**config.mk**
```make
export PLATFORM = sky130hd
export DESIGN_NAME = fifo_err_inj_sched
export DESIGN_NICKNAME = d
export VERILOG_FILES = /design/src/rtl/fifo_err_inj_sched.sv
export SDC_FILE = /design/constraint.sdc
export NUM_CORES = 1
export LEC_CHECK = 0
export CAP_MARGIN = 10
export CORE_ASPECT_RATIO = 0.9
export CORE_MARGIN = 10
export CORE_UTILIZATION = 48
export DETAILED_ROUTE_END_ITERATION = 8
export PLACE_DENSITY = 0.87
export SYNTH_ARGS = -nofsm -noshare
export SYNTH_HDL_FRONTEND = slang
export SYNTH_SLANG_ARGS = --single-unit
```
**constraint.sdc**
```tcl
create_clock -name clk_i -period 2.1 [get_ports clk_i]
set_input_delay 0.42 -clock clk_i [delete_from_list [all_inputs] [get_ports clk_i]]
set_output_delay 0.42 -clock clk_i [all_outputs]
set_load 0.02 [all_outputs]
```
**src/rtl/fifo_err_inj_sched.sv**
```systemverilog
// Periodic ECC self-test scheduler: round-robins single/double-bit injection pulses into
// M FIFO lanes, waits for the matching error flag and logs per-lane pass/fail.
module fifo_err_inj_sched #(
  parameter int unsigned M       = 3,
  parameter int unsigned TIMEOUT = 32,
  parameter int unsigned CNT_W   = 16
) (
  input  logic             clk_i,
  input  logic             rst_n_i,
  input  logic             enable_i,
  input  logic [15:0]      period_i,
  input  logic [1:0]       mode_i,
  output logic [M-1:0]     injectsbiterr_o,
  output logic [M-1:0]     injectdbiterr_o,
  input  logic [M-1:0]     lane_sbiterr_i,
  input  logic [M-1:0]     lane_dbiterr_i,
  output logic             busy_o,
  output logic             done_o,
  output logic             pass_o,
  output logic [M-1:0]     lane_fail_o,
  output logic [CNT_W-1:0] fail_cnt_o
);

  localparam int unsigned LW = (M > 1) ? $clog2(M) : 1;
  localparam int unsigned TW = $clog2(TIMEOUT + 1);

  typedef enum logic [2:0] {StIdle, StWait, StInject, StCheck, StNext} state_e;

  state_e           state_q;
  logic [15:0]      wait_cnt_q;
  logic [TW-1:0]    timer_q;
  logic [LW-1:0]    lane_q;
  logic             type_dbit_q;
  logic             cur_dbit_q;
  logic             cur_alt_q;
  logic [M-1:0]     inj_s_q;
  logic [M-1:0]     inj_d_q;
  logic             done_q;
  logic             pass_q;
  logic [M-1:0]     lane_fail_q;
  logic [CNT_W-1:0] fail_cnt_q;

  logic [M-1:0] lane_oh;
  logic [15:0]  period_eff;
  logic         inj_dbit_sel;
  logic         lane_last;
  logic         exp_hit;
  logic         wrong_hit;
  logic         other_hit;
  logic         pass_now;
  logic         fail_now;

  always_comb begin
    lane_oh = '0;
    for (int unsigned i = 0; i < M; i++) begin
      lane_oh[i] = (lane_q == LW'(i));
    end
  end

  always_comb begin
    period_eff   = (period_i == 16'd0) ? 16'd1 : period_i;
    inj_dbit_sel = (mode_i == 2'd1) || ((mode_i == 2'd2) && type_dbit_q);
    lane_last    = (lane_q == LW'(M - 1));
    exp_hit      = cur_dbit_q ? |(lane_dbiterr_i & lane_oh) : |(lane_sbiterr_i & lane_oh);
    wrong_hit    = cur_dbit_q ? |(lane_sbiterr_i & lane_oh) : |(lane_dbiterr_i & lane_oh);
    other_hit    = |((lane_sbiterr_i | lane_dbiterr_i) & ~lane_oh);
    pass_now     = exp_hit && !wrong_hit && !other_hit;
    // A clean expected flag on the last timer cycle still counts as a pass.
    fail_now     = wrong_hit || other_hit || (!exp_hit && (timer_q == TW'(1)));
  end

  always_ff @(posedge clk_i) begin
    if (!rst_n_i) begin
      state_q     <= StIdle;
      wait_cnt_q  <= '0;
      timer_q     <= '0;
      lane_q      <= '0;
      type_dbit_q <= 1'b0;
      cur_dbit_q  <= 1'b0;
      cur_alt_q   <= 1'b0;
      inj_s_q     <= '0;
      inj_d_q     <= '0;
      done_q      <= 1'b0;
      pass_q      <= 1'b0;
      lane_fail_q <= '0;
      fail_cnt_q  <= '0;
    end else begin
      inj_s_q <= '0;
      inj_d_q <= '0;
      done_q  <= 1'b0;
      unique case (state_q)
        StIdle: begin
          if (enable_i) begin
            state_q    <= StWait;
            wait_cnt_q <= period_eff;
          end
        end
        StWait: begin
          if (!enable_i) begin
            state_q <= StIdle;
          end else if (wait_cnt_q <= 16'd1) begin
            state_q    <= StInject;
            cur_dbit_q <= inj_dbit_sel;
            cur_alt_q  <= (mode_i == 2'd2);
            if (inj_dbit_sel) inj_d_q <= lane_oh;
            else              inj_s_q <= lane_oh;
          end else begin
            wait_cnt_q <= wait_cnt_q - 16'd1;
          end
        end
        StInject: begin
          // The pulse register self-clears, so an abort here still yields one full pulse.
          if (!enable_i) begin
            state_q <= StIdle;
          end else begin
            state_q <= StCheck;
            timer_q <= TW'(TIMEOUT);
          end
        end
        StCheck: begin
          if (!enable_i) begin
            state_q <= StIdle;
          end else if (pass_now || fail_now) begin
            state_q <= StNext;
            done_q  <= 1'b1;
            pass_q  <= pass_now;
            if (!pass_now) begin
              lane_fail_q <= lane_fail_q | lane_oh;
              if (fail_cnt_q != '1) fail_cnt_q <= fail_cnt_q + CNT_W'(1);
            end
          end else begin
            timer_q <= timer_q - TW'(1);
          end
        end
        StNext: begin
          lane_q <= lane_last ? '0 : lane_q + LW'(1);
          if (cur_alt_q && lane_last) type_dbit_q <= ~type_dbit_q;
          if (enable_i) begin
            state_q    <= StWait;
            wait_cnt_q <= period_eff;
          end else begin
            state_q <= StIdle;
          end
        end
        default: state_q <= StIdle;
      endcase
    end
  end

  assign injectsbiterr_o = inj_s_q;
  assign injectdbiterr_o = inj_d_q;
  assign busy_o          = (state_q != StIdle);
  assign done_o          = done_q;
  assign pass_o          = pass_q;
  assign lane_fail_o     = lane_fail_q;
  assign fail_cnt_o      = fail_cnt_q;

endmodule

```
==> summary.txt <==
Pwr
  • Clk pwr share: 35.0%
  • Comb power frac: 20.5%
  • Leak: 1.58 nW
  • Overall power: 2.60 mW
  • Register share of total power: 44.5%
  • Power per Cell Area: 586 nW/µm²
  • Int Pwr: 1.84 mW
  • Net Switching: 0.760 mW
  • Sw Share: 29.2%
  • Max IR drop VDD: 0.430 mV

Cells and area
  • Final nets: 521
  • Share of layout cells above drive strength 1: 22.1%
  • Post-layout util: 71.2%
  • Area Overhead vs Synth: 40.7%
  • Ant diodes: 0

Synth
  • Yosys warnings: 0
  • #FFs+latches synth: 57
  • Syn nets: 430
  • Synth top area share: 36.1%
  • Largest area contributor in the netlist: dfxtp_1
  • Synth top cells by count: 57 x dfxtp_1, 40 x nor2_1, 37 x a21oi_1, 32 x nand2_1, 19 x nand3_1
  • Post-synth ARST share: 0%
  • Synth cell types: 55
  • Most frequent cell after synthesis: dfxtp_1
  • Top_reg_cell synth: dfxtp_1
  • Sequential cell area fraction in the yosys report: 36.1%
  • Mean area per synthesized cell: 7.94 µm²
  • EDFF count, synth: 0
  • Mapped Area: 3160 µm²
  • Synth top area cells: dfxtp_1 36%, a21oi_1 5.9%, nor2_1 4.8%, nand2_1 3.8%, o31ai_1 3.6%
  • Cell count after synthesis: 398

Drt
  • Antenna violation net count after detailed routing: 0
  • Initial DRC Count: 288
  • Number of vias per cell: 6.09
  • Drt total wl: 9660 µm
  • DRT Pass-1 Iters: 5
  • Vias post-DR: 3,541
  • Drt drc: 0
  • Wire per inst: 16.6 µm

Critical path
  • Crit path DAT: 2390 ps
  • Startpoint Class: flip-flop
  • Critical Path RT: 2370 ps
  • CP Launch Point: timer_q[4]$_SDFFE_PN0P_
  • R2R Path Start: timer_q[4]$_SDFFE_PN0P_
  • CP Class: flip-flop to flip-flop
  • Worst Setup End Kind: flip-flop
  • Worst-path fanout max: 19

Timing
  • Final min period: 2120 ps
  • Fin Clk Skew: 9.20 ps
  • Worst slew pin tran: 408 ps
  • RSZ-0062 raised after global routing: yes
  • Max Freq: 472 MHz
  • Crit share post-route: 101%
  • Slew HR: 72.8%
  • Endpoints failing setup: 5
  • Final max-slew violation count: 0
  • Final WS setup: -18.9 ps
  • Final hold violation count: 0

Clock network
  • Clock slew seen by the registers of the worst setup and hold paths: 70 ps
  • CTS Buffer Depth: 2
  • CTS Sinks: 57
  • Worst skew pair latency: 340 ps
  • CTS tree: yes
  • H-tree depth: 3
  • TritonCTS buffer count: 9
  • CTS Root Cell: clkbuf_8

Outcome
  • Failing checks: setup timing
  • Status: finished, violations left

GRT
  • First-pass GRT wire length: 14,800 µm
  • GR Overflow Total: 0
  • Number of global-route vias before repair: 3,195
  • Largest net degree at the start of global routing: 32
  • Initial antenna violation count: 0
  • All-Layer GR Usage: 17.0%

Die
  • Ports: 55
  • Core area: 6250 µm²
  • Site Rows: 27
  • Initial Util: 50.6%
  • Die area: 10,200 µm²
  • Die Span X: 106 µm
  • Die height: 97.0 µm

Hold path
  • Hold Crit Start: lane_fail_o[1]$_SDFFE_PN0P_
  • Worst Hold Class: flip-flop to flip-flop

Placement
  • GP Congestion: 0.870
  • Hpwl dp: 6560 µm
  • # port buffers: 54

Run
  • Maxcap violations: 0
## repair_timing
action | in CTS | in global routing
buffers inserted | 0 | 2
gates cloned | 0 | 1
pin swaps | 5 | 9
hold buffers | 0 | 0
gates resized for setup | 15 | 38
endpoints found under the setup margin | 23 | 38
## cells in the final DEF, fill, tap and decap left out, types with 3 or more instances in the layout
cell and instances:
nor2_1 39, dlygate4sd2_1 4, o31ai_1 15, nand2b_1 9
nor3_1 11, a21oi_2 7, clkbuf_8 11, nand2_1 32
o21ai_0 12, a21oi_1 31, buf_6 4, nor4_1 11
o32ai_1 6, nand4_1 6, clkdlybuf4s50_1 48, mux2i_1 9
inv_1 8, o211ai_1 9, nor3_2 4, ha_1 4
nor2b_1 4, and3_1 6, or4_4 3, clkinv_2 3
or3_1 9, a31oi_1 3, o21ai_1 4, dfxtp_2 8
buf_4 43, a41oi_1 4, nand3_1 19, dfxtp_1 48
or4_1 8, nor4_2 3
## final cells by class
| type | count | area (µm²) |
|---|---|---|
| inverters | 9 | 33.8 |
| fillers | 454 | 1800 |
| clock buffers | 13 | 159 |
| flip-flops and latches | 57 | 1150 |
| multi-input cells | 308 | 2020 |
| repair buffers | 104 | 953 |
| clock inverters | 3 | 15.0 |
| well taps | 87 | 109 |
## cells by family (layout without fill, tap and decap cells)
logic type                 count (synthesis)  in the layout  synth area share [%]
AOI/OAI and AO/OA                        108            108                  22.6
xor gates and xnor gates                   1              1                 0.277
adders and majority gates                  5              5                  1.98
buffers and inverters                     33            129                  4.79
DFF                                       57             57                  36.1
muxes                                     11             11                  3.48
and+or+nand+nor                          183            183                  30.8
## worst paths after layout
kind,endpoint,slack [ps],cells past startpoint
setup / recovery,fail_cnt_o[8]$_SDFFE_PN0P_,-20,7
hold / removal,lane_fail_o[1]$_SDFFE_PN0P_,460,2
setup reg to reg,fail_cnt_o[8]$_SDFFE_PN0P_,-20,7
hold reg to reg,lane_fail_o[1]$_SDFFE_PN0P_,460,2
## critical path: stages, from the launching register on
cell	delay [ps]
dfxtp_2	350
or3_4	400
nor3b_4	210
a211o_1	170
a21oi_2	90
buf_12	170
or4_4	520
a21oi_2	140
## sequential cells by signal, summed over array words and instances, names as in the netlist, 2 cells and up
name             cells
wait_cnt_q          16
fail_cnt_o          16
timer_q              6
lane_q               2
lane_fail_o          3
state_q              3
injectsbiterr_o      3
injectdbiterr_o      3
## power groups by stage
stage | clock, mW | sequential (mW) | combinational [mW]
2_1_floorplan | 0 | 1.17 | 0.299
3_3_place_gp | 0 | 1.18 | 0.485
3_5_place_dp | 0 | 1.18 | 0.498
4_1_cts | 0.922 | 1.15 | 0.502
5_1_grt | 0.966 | 1.16 | 0.585
6_report | 0.913 | 1.16 | 0.534
## stage by stage
step                hold slack, ps  instances  TNS [ps]  instance area (µm²)  setup WS, ps
floorplan                      449        398         0                 3160          21.3
global placement               446        562     -8500                 4070          -344
detailed placement             451        562    -10520                 4070          -460
CTS                            460        578         0                 4290          1.15
global route                   483        581      -589                 4450         -84.4
finish                         455        581     -33.0                 4450         -18.9
## per-layer routing
metal / track usage, % / up-vias / wire length [µm]
li1: - / 1685 / -
met4: 6.51 / 0 / 161
met3: 5.23 / 21 / 733
met5: 0 / - / 0
met1: 19.5 / 1647 / 3990
met2: 28.9 / 188 / 4780
Power figures use the tool's default switching activity.
